===== config.mk =====
export PLATFORM = sky130hd
export DESIGN_NAME = ram_master_flat
export DESIGN_NICKNAME = d
export VERILOG_FILES = /design/src/rtl/ram_master_if.sv /design/src/rtl/ram_master.sv /design/src/flat_wrapper.sv
export SDC_FILE = /design/constraint.sdc
export NUM_CORES = 1
export LEC_CHECK = 0
export CORE_UTILIZATION = 30
export DETAILED_ROUTE_END_ITERATION = 10
export GPL_TIMING_DRIVEN = 0
export PLACE_DENSITY = 0.59
export SLEW_MARGIN = 20
export SYNTH_ARGS = -nofsm -noshare
export SYNTH_HDL_FRONTEND = slang
export SYNTH_SLANG_ARGS = --single-unit

===== constraint.sdc =====
create_clock -name clk -period 2.77 [get_ports clk]
set_input_delay 0.6925 -clock clk [delete_from_list [all_inputs] [get_ports clk]]
set_output_delay 0.6925 -clock clk [all_outputs]
set_load 0.02 [all_outputs]

===== src/rtl/ram_master_if.sv =====
// Bus bundle shared by a burst requester, the ram_master and a single-port RAM.
// Handshake: req is taken only while busy=0; wdata must be valid while wdata_rdy=1 and is taken on that cycle's closing edge; rvalid and done are single-cycle strobes with no back-pressure.
interface ram_master_if #(
    parameter int addr_size = 4,
    parameter int word_size = 8
);
    logic                 req;
    logic                 req_wr;
    logic [addr_size-1:0] req_addr;
    logic [addr_size-1:0] req_len;
    logic [word_size-1:0] wdata;
    logic                 wdata_rdy;
    logic [word_size-1:0] rdata;
    logic                 rvalid;
    logic                 busy;
    logic                 done;
    logic [addr_size-1:0] addr;
    logic [word_size-1:0] data_out;
    logic [word_size-1:0] data_in;
    logic                 wr;
    logic                 cs;

    modport master (
        input  req, req_wr, req_addr, req_len, wdata, data_in,
        output wdata_rdy, rdata, rvalid, busy, done, addr, data_out, wr, cs
    );

    modport slave (
        output req, req_wr, req_addr, req_len, wdata, data_in,
        input  wdata_rdy, rdata, rvalid, busy, done, addr, data_out, wr, cs
    );
endinterface


===== src/rtl/ram_master.sv =====
// Burst master for a single-port synchronous-write RAM: each beat is a SETUP/ACCESS pair,
// a burst ends with one DONE cycle, and every output comes straight from a flop.
module ram_master #(
    parameter int addr_size = 4,
    parameter int word_size = 8
) (
    input  logic         clk,
    input  logic         rst_n,
    ram_master_if.master bus,
    output logic [1:0]   state_dbg
);
    typedef enum logic [1:0] {
        IDLE   = 2'd0,
        SETUP  = 2'd1,
        ACCESS = 2'd2,
        DONE   = 2'd3
    } state_t;

    localparam logic [addr_size-1:0] one = addr_size'(1);

    state_t               state_q, state_d;
    logic [addr_size-1:0] addr_q, addr_d;
    logic [addr_size-1:0] cnt_q, cnt_d;
    logic                 wr_flag_q, wr_flag_d;
    logic [word_size-1:0] data_out_q, data_out_d;
    logic [word_size-1:0] rdata_q, rdata_d;
    logic                 cs_q, cs_d;
    logic                 wr_q, wr_d;
    logic                 wdata_rdy_q, wdata_rdy_d;
    logic                 rvalid_q, rvalid_d;
    logic                 busy_q, busy_d;
    logic                 done_q, done_d;

    always_ff @(posedge clk or negedge rst_n) begin
        if (!rst_n) begin
            state_q     <= IDLE;
            addr_q      <= '0;
            cnt_q       <= '0;
            wr_flag_q   <= 1'b0;
            data_out_q  <= '0;
            rdata_q     <= '0;
            cs_q        <= 1'b0;
            wr_q        <= 1'b0;
            wdata_rdy_q <= 1'b0;
            rvalid_q    <= 1'b0;
            busy_q      <= 1'b0;
            done_q      <= 1'b0;
        end else begin
            state_q     <= state_d;
            addr_q      <= addr_d;
            cnt_q       <= cnt_d;
            wr_flag_q   <= wr_flag_d;
            data_out_q  <= data_out_d;
            rdata_q     <= rdata_d;
            cs_q        <= cs_d;
            wr_q        <= wr_d;
            wdata_rdy_q <= wdata_rdy_d;
            rvalid_q    <= rvalid_d;
            busy_q      <= busy_d;
            done_q      <= done_d;
        end
    end

    always_comb begin
        state_d     = state_q;
        addr_d      = addr_q;
        cnt_d       = cnt_q;
        wr_flag_d   = wr_flag_q;
        data_out_d  = data_out_q;
        rdata_d     = rdata_q;
        rvalid_d    = 1'b0;
        cs_d        = 1'b0;
        wr_d        = 1'b0;
        wdata_rdy_d = 1'b0;
        busy_d      = 1'b0;
        done_d      = 1'b0;

        case (state_q)
            IDLE: begin
                if (bus.req) begin
                    state_d   = SETUP;
                    addr_d    = bus.req_addr;
                    cnt_d     = bus.req_len;
                    wr_flag_d = bus.req_wr;
                end
            end
            SETUP: begin
                state_d = ACCESS;
                if (wr_flag_q) data_out_d = bus.wdata;
            end
            ACCESS: begin
                if (!wr_flag_q) begin
                    rdata_d  = bus.data_in;
                    rvalid_d = 1'b1;
                end
                if (cnt_q == '0) begin
                    state_d = DONE;
                end else begin
                    state_d = SETUP;
                    cnt_d   = cnt_q - one;
                    addr_d  = addr_q + one;
                end
            end
            DONE:    state_d = IDLE;
            default: state_d = IDLE;
        endcase

        // Outputs are decoded from the next state so the flops present them during that state.
        case (state_d)
            SETUP: begin
                cs_d        = 1'b1;
                wdata_rdy_d = wr_flag_d;
                busy_d      = 1'b1;
            end
            ACCESS: begin
                cs_d   = 1'b1;
                wr_d   = wr_flag_d;
                busy_d = 1'b1;
            end
            DONE: begin
                done_d = 1'b1;
                busy_d = 1'b1;
            end
            default: begin
                busy_d = 1'b0;
            end
        endcase
    end

    assign bus.addr      = addr_q;
    assign bus.data_out  = data_out_q;
    assign bus.rdata     = rdata_q;
    assign bus.rvalid    = rvalid_q;
    assign bus.cs        = cs_q;
    assign bus.wr        = wr_q;
    assign bus.wdata_rdy = wdata_rdy_q;
    assign bus.busy      = busy_q;
    assign bus.done      = done_q;
    assign state_dbg     = state_q;
endmodule

===== src/flat_wrapper.sv =====
// flat-port wrapper written by rule: the top's interface ports become plain ports
module ram_master_flat 
#(
    parameter int addr_size = 4,
    parameter int word_size = 8
)
  (clk, rst_n, state_dbg, bus_req, bus_req_wr, bus_req_addr, bus_req_len, bus_wdata, bus_data_in, bus_wdata_rdy, bus_rdata, bus_rvalid, bus_busy, bus_done, bus_addr, bus_data_out, bus_wr, bus_cs);
  ram_master_if #(.addr_size(addr_size), .word_size(word_size)) bus_i ();
  input  logic clk;
  input  logic rst_n;
  output logic [1:0] state_dbg;
  input wire logic [$bits(bus_i.req)-1:0] bus_req;
  input wire logic [$bits(bus_i.req_wr)-1:0] bus_req_wr;
  input wire logic [$bits(bus_i.req_addr)-1:0] bus_req_addr;
  input wire logic [$bits(bus_i.req_len)-1:0] bus_req_len;
  input wire logic [$bits(bus_i.wdata)-1:0] bus_wdata;
  input wire logic [$bits(bus_i.data_in)-1:0] bus_data_in;
  output wire logic [$bits(bus_i.wdata_rdy)-1:0] bus_wdata_rdy;
  output wire logic [$bits(bus_i.rdata)-1:0] bus_rdata;
  output wire logic [$bits(bus_i.rvalid)-1:0] bus_rvalid;
  output wire logic [$bits(bus_i.busy)-1:0] bus_busy;
  output wire logic [$bits(bus_i.done)-1:0] bus_done;
  output wire logic [$bits(bus_i.addr)-1:0] bus_addr;
  output wire logic [$bits(bus_i.data_out)-1:0] bus_data_out;
  output wire logic [$bits(bus_i.wr)-1:0] bus_wr;
  output wire logic [$bits(bus_i.cs)-1:0] bus_cs;
  assign bus_i.req = bus_req;
  assign bus_i.req_wr = bus_req_wr;
  assign bus_i.req_addr = bus_req_addr;
  assign bus_i.req_len = bus_req_len;
  assign bus_i.wdata = bus_wdata;
  assign bus_i.data_in = bus_data_in;
  assign bus_wdata_rdy = bus_i.wdata_rdy;
  assign bus_rdata = bus_i.rdata;
  assign bus_rvalid = bus_i.rvalid;
  assign bus_busy = bus_i.busy;
  assign bus_done = bus_i.done;
  assign bus_addr = bus_i.addr;
  assign bus_data_out = bus_i.data_out;
  assign bus_wr = bus_i.wr;
  assign bus_cs = bus_i.cs;
  ram_master #(.addr_size(addr_size), .word_size(word_size)) u_core (.clk(clk), .rst_n(rst_n), .bus(bus_i), .state_dbg(state_dbg));
endmodule

**After elaboration in Yosys (flattened, before gate mapping)**

Index checks and enable logic that the tools add are counted.

- Register bits after elaboration: 33
- Input bits: 28
- Output and inout bits: 28
- Logic and storage cells: 49

- Add/subtract/negate cells: 2
- Equal/unequal tests: 8
- Muxes and demuxes: 18
- Bitwise logic cells: 1
- Reductions and logical operators: 8

Operator list:

| cell | number |
|---|---|
| $mux W4 | 4 |
| $pmux W4 S2 | 2 |
| $mux W1 | 9 |
| $eq A2 B2 Y1 const B | 4 |
| $pmux W2 S4 | 1 |
| $add A4 B1 Y4 const B | 1 |
| $eq A2 B1 Y1 const B | 2 |
| $logic_not A4 Y1 | 1 |
| $mux W2 | 2 |
| $ne A2 B2 Y1 const B | 2 |
| $reduce_and A2 Y1 | 2 |
| $sub A4 B1 Y4 const B | 1 |
| $reduce_and A3 Y1 | 1 |
| $reduce_or A3 Y1 | 1 |
| $logic_not A2 Y1 | 1 |
| $reduce_bool A2 Y1 | 1 |
| $reduce_or A2 Y1 | 1 |
| $not A1 Y1 | 1 |

**Depth between registers and ports, before layout**

Gate-level depths: netlist of run 1.

- Word-level depth: 6
- Mapped depth: 7
- Depth with buffers taken out: 7

**Worst setup path before layout of run 1**

No wires, ideal clock.

- Path type: reg2reg
- Start: register u_core.state_q[1], in the netlist u_core.state_dbg[1]
- End: register u_core.wr_q, in the netlist u_core.bus.wr
- Setup time: 127 ps
- Arrival: 1472 ps
- Data required time: 2643 ps
- Path slack: 1171 ps
- Cell stages (with the launch flop): 8
- Buffers on the path: 2
- Path through: dfrtp_1 -> buf_6 -> nor2b_4 -> buf_6 -> a21oi_1 -> inv_1 -> ha_1 -> nor2b_1

- Cells in the longest elaborated chain, start to end: 4

RTL lines:

| item | RTL line | RTL |
|---|---|---|
| start: declaration | ram_master.sv:21 | `state_t state_q, state_d;` |
| start signal: assignment | ram_master.sv:49 | `state_q <= state_d;` |
| $eq A2 B2 Y1, or another cell as far along | ram_master.sv:78 | `case (state_q)` |
| $pmux W2 S4 * | ram_master.sv:78 |  |
| net u_core.state_d[1] | ram_master.sv:21 |  |
| $eq A2 B2 Y1 * | ram_master.sv:109 | `case (state_d)` |
| $mux W1 * | ram_master.sv:109 |  |
| net u_core.wr_d | ram_master.sv:28 | `logic wr_q, wr_d;` |
| end signal: assignment | ram_master.sv:56 | `wr_q <= wr_d;` |
| end: declaration | ram_master.sv:28 |  |

The timed path passes the listed nets; every way through them passes the cells marked *.
A chain may end at the register's enable or synchronous reset.

**Final worst setup path of run 1**

- Start: register u_core.state_q[1], in the netlist u_core.state_dbg[1]
- End: output state_dbg[1]

RTL lines:

| item | RTL line | RTL |
|---|---|---|
| end: declaration | flat_wrapper.sv:11 | `output logic [1:0] state_dbg;` |

No word-level cell between the ends.

==> flow_metrics.py, run 1 <==
metrics = {
    "critical_path": {
        "cp_slowest_cell": "clkdlybuf4s50_1",
        "arrival_ps": 1370,
        "critPathTopFamily": "buffers and inverters",
        "start_kind": "register",
        "worstPathCellList": "clkdlybuf4s50_1",
        "r2r-start": "u_core.state_dbg[1]",
        "critPathLaunch": "u_core.state_dbg[1]",
        "cpPeakStageDelay_ps": 650,
        "crit_path_end_kind": "output pin",
        "crit_cells": 1,
        "cp_num_buf_inv": 1,
        "path_class": "register to output pin",
        "ff2ff_path_depth": 7,
        "critPathRequiredTime_ps": 2080,
        "critPathMaxFanout": 4,
    },
    "finish": {
        "num-nets-final": 212,
        "final_util": 0.471,
        "final_cell_count_no_fill": 245,
        "area.growth.synth_to_final_pct": 47.9,
        "drive_above_1_share": 0.208,
        "layout_common_cells": "clkdlybuf4s50_1 (54), dfrtp_1 (33), mux2_2 (16)",
        "insertedDiodeCount": 0,
        "final_common_cell": "clkdlybuf4s50_1",
        "nFillCells": 457,
    },
    "yosys": {
        "syn_nets": 149,
        "ys.warnings.count": 0,
        "synth.avg_cell_area_um2": 13.6,
        "yosys.area.top_type": "dfrtp_1",
        "yosysTopAreaCellShare": 0.534,
        "seq_area_frac_synth": 0.534,
        "synth-seq-cells": 33,
        "synthDistinctLibCells": 33,
        "synth_cells": 114,
        "syn_area_um2": 1550,
        "yosys-top-cells-area": "dfrtp_1 (53%), mux2_2 (12%), ha_1 (5.7%), mux2i_1 (3.2%), buf_6 (2.9%)",
    },
    "sta": {
        "fin_skew_ps": 5.92,
        "post-route-period-util": 0.746,
        "setup_viol": 0,
        "rsz0062_at_grt": "false",
        "fin_setup_tns_ps": 0,
        "max_freq_mhz": 484,
        "relSlewSlack": 0.762,
        "post-route-min-period_ps": 2070,
        "slew_viol_final": 0,
        "tightest_slew_ps": 357,
        "hold_viol": 0,
    },
    "cts": {
        "worstSkewPairLatency_ps": 280,
        "clk_pin_slew_worst_paths_ps": 60,
        "cts_max_path_buffers": 2,
        "clock-sinks": 33,
        "cts-root-buf": "clkbuf_8",
        "cts_made_buffers": 5,
        "cts_tree": "yes",
        "cts_setup_buffers": 0,
        "hold_buffers": 0,
        "ctsResizeCount": 0,
        "h-tree-depth": 2,
    },
    "die": {
        "ioPinCount": 56,
        "start_util": 0.319,
        "die_width_um": 73.8,
        "coreArea_um2": 4850,
        "die_area_um2": 5440,
        "rows": 25,
        "fp.dieH_um": 73.8,
    },
    "min_path": {
        "hold_path.class": "primary input to async pin",
    },
    "detailed_routing": {
        "drtPass1Iterations": 5,
        "dr_total_vias": 1133,
        "detail_route.wl_per_cell_um": 13.1,
        "antenna_left": 0,
        "drt_iter0_drc": 18,
        "drt-total-wl_um": 3200,
        "route.detailed.drc": 0,
        "vias_per_cell": 4.62,
    },
    "placed_design": {
        "dp.cells": 237,
        "place_hpwl_um": 2460,
        "place_congestion": 0.834,
        "portBuffers": 55,
    },
    "grt": {
        "grt_start_max_net_pins": 22,
        "grt_pass1_vias": 1147,
        "gr-usage-all-layers": 0.128,
        "grt_antenna_before_repair": 0,
        "grt-ovfl-total": 0,
        "grt_pass1_wl_um": 5060,
    },
    "power_and_ir_drop": {
        "powerDensity_nw_per_um2": 1170,
        "ir_worst_vdd_mv": 0.447,
        "p_leak_nw": 0.959,
    },
    "run": {
        "cap_viol_max_count": 0,
    },
    "outcome": {
        "status": "finished, final reports clean",
    },
}
==> path summary, 6_finish.rpt <==
| check | slack [ps] | end |
|---|---|---|
| min in group clk | 510 | u_core.bus.rdata[4] |
| setup / recovery | 700 | state_dbg[1] |
| setup reg to reg | 1130 | u_core.bus.wr |
| hold reg to reg | 510 | u_core.bus.rdata[4] |
| max in group asynchronous | 2040 | u_core.bus.rvalid |
| hold / removal | 320 | u_core.cnt_q[1] |
==> kinds of logic (layout without fill, tap and decap cells) <==
logic type               after synthesis  count (layout)  share of synthesized area
flip-flops                            33              33                      0.534
AND/OR/NAND/NOR                       25              25                      0.129
multiplexers                          21              21                      0.149
AO/OA/AOI/OAI                         18              18                     0.0874
buffers and inverters                 10              74                     0.0437
adder cells (fa/ha/maj)                7               7                     0.0567
==> flip-flops by register name, indices dropped and copies added (netlist names) <==
name	cells
u_core.bus.cs	1
u_core.wr_flag_q	1
u_core.bus.done	1
u_core.bus.wr	1
u_core.state_dbg	2
u_core.bus.busy	1
u_core.bus.data_out	8
u_core.bus.rvalid	1
u_core.bus.addr	4
u_core.bus.wdata_rdy	1
u_core.bus.rdata	8
u_core.cnt_q	4
==> where the power goes <==
group          switching [mW]  leakage, nW  internal, mW  total [mW]
Clock                   0.164       0.0450         0.174       0.338
Combinational           0.700        0.519         0.757        1.46
Sequential              0.155        0.394         0.720       0.874
==> synth_stat cells <==
| cell | instances |
|---|---|
| o211ai_1 | 2 |
| dfrtp_1 | 33 |
| a22o_1 | 2 |
| nand3b_1 | 1 |
| a211oi_2 | 1 |
| o21ai_0 | 1 |
| nand4_1 | 2 |
| nor2_4 | 1 |
| ha_1 | 7 |
| nor2_8 | 1 |
| and4bb_4 | 1 |
| mux2i_1 | 5 |
| mux2_2 | 16 |
| a21oi_1 | 5 |
| nand2b_1 | 1 |
| nor2b_1 | 2 |
| a2bb2oi_1 | 1 |
| buf_6 | 4 |
| inv_1 | 5 |
| a31oi_1 | 3 |
| a211oi_1 | 1 |
| nand4bb_1 | 1 |
| nand2_1 | 4 |
| nor3b_1 | 4 |
| nand3_1 | 1 |
| or3b_1 | 2 |
| clkinv_1 | 1 |
| nor2b_4 | 1 |
| nor2b_2 | 1 |
| nor3_1 | 1 |
| nand2_2 | 1 |
| o22ai_1 | 1 |
| o21bai_4 | 1 |
==> final cells by class <==
| cell class | count | area [um^2] | share of cell area |
|---|---|---|---|
| clock buffer | 6 | 72.6 | 0.0318 |
| buffer | 4 | 45.0 | 0.0197 |
| inverter | 6 | 22.5 | 0.00986 |
| sequential | 33 | 826 | 0.361 |
| clock inverter | 2 | 10.0 | 0.00438 |
| tap | 67 | 83.8 | 0.0367 |
| multi-input combinational | 71 | 652 | 0.285 |
| timing repair buffer | 56 | 573 | 0.251 |
==> layer usage <==
metal	GRT usage	wire length, um	share of wire	vias up
li1	-	-	-	530
met1	0.132	1320	0.41	555
met2	0.228	1610	0.50	41
met3	0.0480	203	0.063	7
met4	0.0577	68	0.021	0
met5	0	0	0	-
==> per-stage QoR <==
step	hold WS [ps]	instance area, um^2	power [mW]	worst slack [ps]
2_1_floorplan	397	1550	1.75	1170
3_3_place_gp	486	2180	2.31	359
3_5_place_dp	495	2200	2.36	432
5_1_grt	316	2280	2.85	625
4_1_cts	313	2280	2.71	678
6_report	318	2280	2.67	703
No activity file was read; power rests on OpenSTA's default activity.
==> run 2: changes to the inputs <==
PLACE_DENSITY = 0.61   (was 0.59)
clock period = 1.9 ns   (was 2.77 ns; I/O delays follow)
==> run 2 against run 1 <==
Compared with the run above: clock skew increased by 2.1 ps; worst setup slack got worse by 620 ps; sequential power up 46%; critical path type unchanged.
==> flow_metrics.py, run 2 (synthesis results as in run 1) <==
metrics = {
    "critical_path": {
        "cp_slowest_cell": "clkdlybuf4s50_1",
        "path_class": "register to output pin",
        "crit_path_end_kind": "output pin",
        "rr_endpoint": "u_core.bus.wr",
        "crit_cells": 1,
        "critPathRequiredTime_ps": 1420,
        "arrival_ps": 1350,
        "ff2ff_path_depth": 7,
        "critPathMaxFanout": 4,
        "critPathCapture": "bus_addr[0]",
        "cpPeakStageDelay_ps": 640,
        "start_kind": "register",
        "critPathLaunch": "u_core.bus.addr[0]",
        "r2r-start": "u_core.state_dbg[1]",
        "ff2ff_setup_slack_ps": 210,
        "worstPathCellList": "clkdlybuf4s50_1",
        "critPathTopFamily": "buffers and inverters",
        "cp_num_buf_inv": 1,
    },
    "cts": {
        "cts_setup_buffers": 0,
        "ctsResizeCount": 1,
        "hold_buffers": 0,
        "clk_pin_slew_worst_paths_ps": 70,
        "worstSkewPairLatency_ps": 290,
        "clock-sinks": 33,
        "cts-root-buf": "clkbuf_8",
        "cts_tree": "yes",
        "cts_max_path_buffers": 2,
        "h-tree-depth": 2,
        "cts_made_buffers": 5,
    },
    "finish": {
        "layout_common_cells": "clkdlybuf4s50_1 (53), dfrtp_1 (33), mux2_2 (16)",
        "final_util": 0.482,
        "final_common_cell": "clkdlybuf4s50_1",
        "area.growth.synth_to_final_pct": 51.1,
        "nFillCells": 448,
        "num-nets-final": 212,
        "drive_above_1_share": 0.213,
        "insertedDiodeCount": 0,
        "final_area_um2": 2330,
    },
    "power_and_ir_drop": {
        "ir_worst_vdd_mv": 0.779,
        "p_leak_nw": 0.984,
        "powerDensity_nw_per_um2": 1800,
    },
    "detailed_routing": {
        "detail_route.wl_per_cell_um": 14.4,
        "vias_per_cell": 4.73,
        "drt-total-wl_um": 3520,
        "drtPass1Iterations": 4,
        "drt_iter0_drc": 23,
        "dr_total_vias": 1159,
        "antenna_left": 0,
        "route.detailed.drc": 0,
    },
    "grt": {
        "grt_antenna_before_repair": 0,
        "grt_pass1_wl_um": 5510,
        "grt_start_max_net_pins": 20,
        "grt-ovfl-total": 0,
        "grt_pass1_vias": 1172,
        "gr-usage-all-layers": 0.140,
    },
    "die": {
        "coreArea_um2": 4850,
        "die_width_um": 73.8,
        "die_area_um2": 5440,
        "ioPinCount": 56,
        "start_util": 0.319,
        "fp.dieH_um": 73.8,
        "rows": 25,
    },
    "sta": {
        "post-route-min-period_ps": 1820,
        "fin_setup_tns_ps": 0,
        "slew_viol_final": 0,
        "post-route-period-util": 0.959,
        "relSlewSlack": 0.722,
        "fin_skew_ps": 8.05,
        "max_freq_mhz": 549,
        "hold_viol": 0,
        "rsz0062_at_grt": "false",
        "setup_viol": 0,
        "tightest_slew_ps": 418,
    },
    "placed_design": {
        "portBuffers": 55,
        "place_congestion": 0.777,
        "place_hpwl_um": 2580,
        "place_area_um2": 2200,
    },
    "min_path": {
        "hold_path.class": "primary input to async pin",
    },
    "run": {
        "cap_viol_max_count": 0,
    },
    "outcome": {
        "status": "finished, final reports clean",
    },
}
## run 2: cell type report
class	instances	area [um^2]	share of cell area
clock inverters	3	65.1	0.0279
repair buffers	56	572	0.245
flip-flops and latches	33	826	0.354
plain buffers	4	45.0	0.0193
inverters	6	22.5	0.00965
clock buffers	5	68.8	0.0295
well taps	67	83.8	0.0359
multi-input cells	71	652	0.279
## run 2: power breakdown
group          internal (mW)  leakage, nW  switching [mW]
clock network          0.521       0.0681           0.265
registers               1.05        0.394           0.228
logic                   1.10        0.522            1.05
total                   2.67        0.984            1.54
## run 2: how the worst min path moves through the flow
| stage | slack [ps] | startpoint | end |
|---|---|---|---|
| final | 110 | rst_n | u_core.bus.cs |
| after global routing | 110 | rst_n | u_core.bus.cs |
| after CTS | 110 | rst_n | u_core.bus.done |
| after detailed placement | 430 | rst_n | u_core.bus.done |
| after global placement | 490 | u_core.bus.rdata[5] | u_core.bus.rdata[5] |
| after floorplan | 180 | rst_n | u_core.bus.addr[0] |
## run 2: through the flow
stage	total power [mW]	hold WS, ps	cells	setup WS (ps)
after detailed placement	3.45	431	237	-213
after global placement	3.37	489	236	-306
final	4.21	110	245	78.2
after floorplan	2.55	179	114	301
after global routing	4.47	110	245	27.7
after CTS	4.25	110	245	60.1
## run 2: routing by layer
| layer | share of wire | global-route usage | vias up |
|---|---|---|---|
| met5 | 0 | 0 | - |
| met4 | 0.017 | 0.0684 | 0 |
| met3 | 0.062 | 0.0535 | 6 |
| met2 | 0.52 | 0.242 | 39 |
| met1 | 0.40 | 0.150 | 575 |
| li1 | - | - | 539 |
## run 2: worst register-to-register path: stages (launching register included)
cell and delay, ps:
dfrtp_1 450, buf_6 170, nor2b_4 130, buf_6 130, a21oi_1 260, inv_1 130, ha_1 190, nor2b_1 120
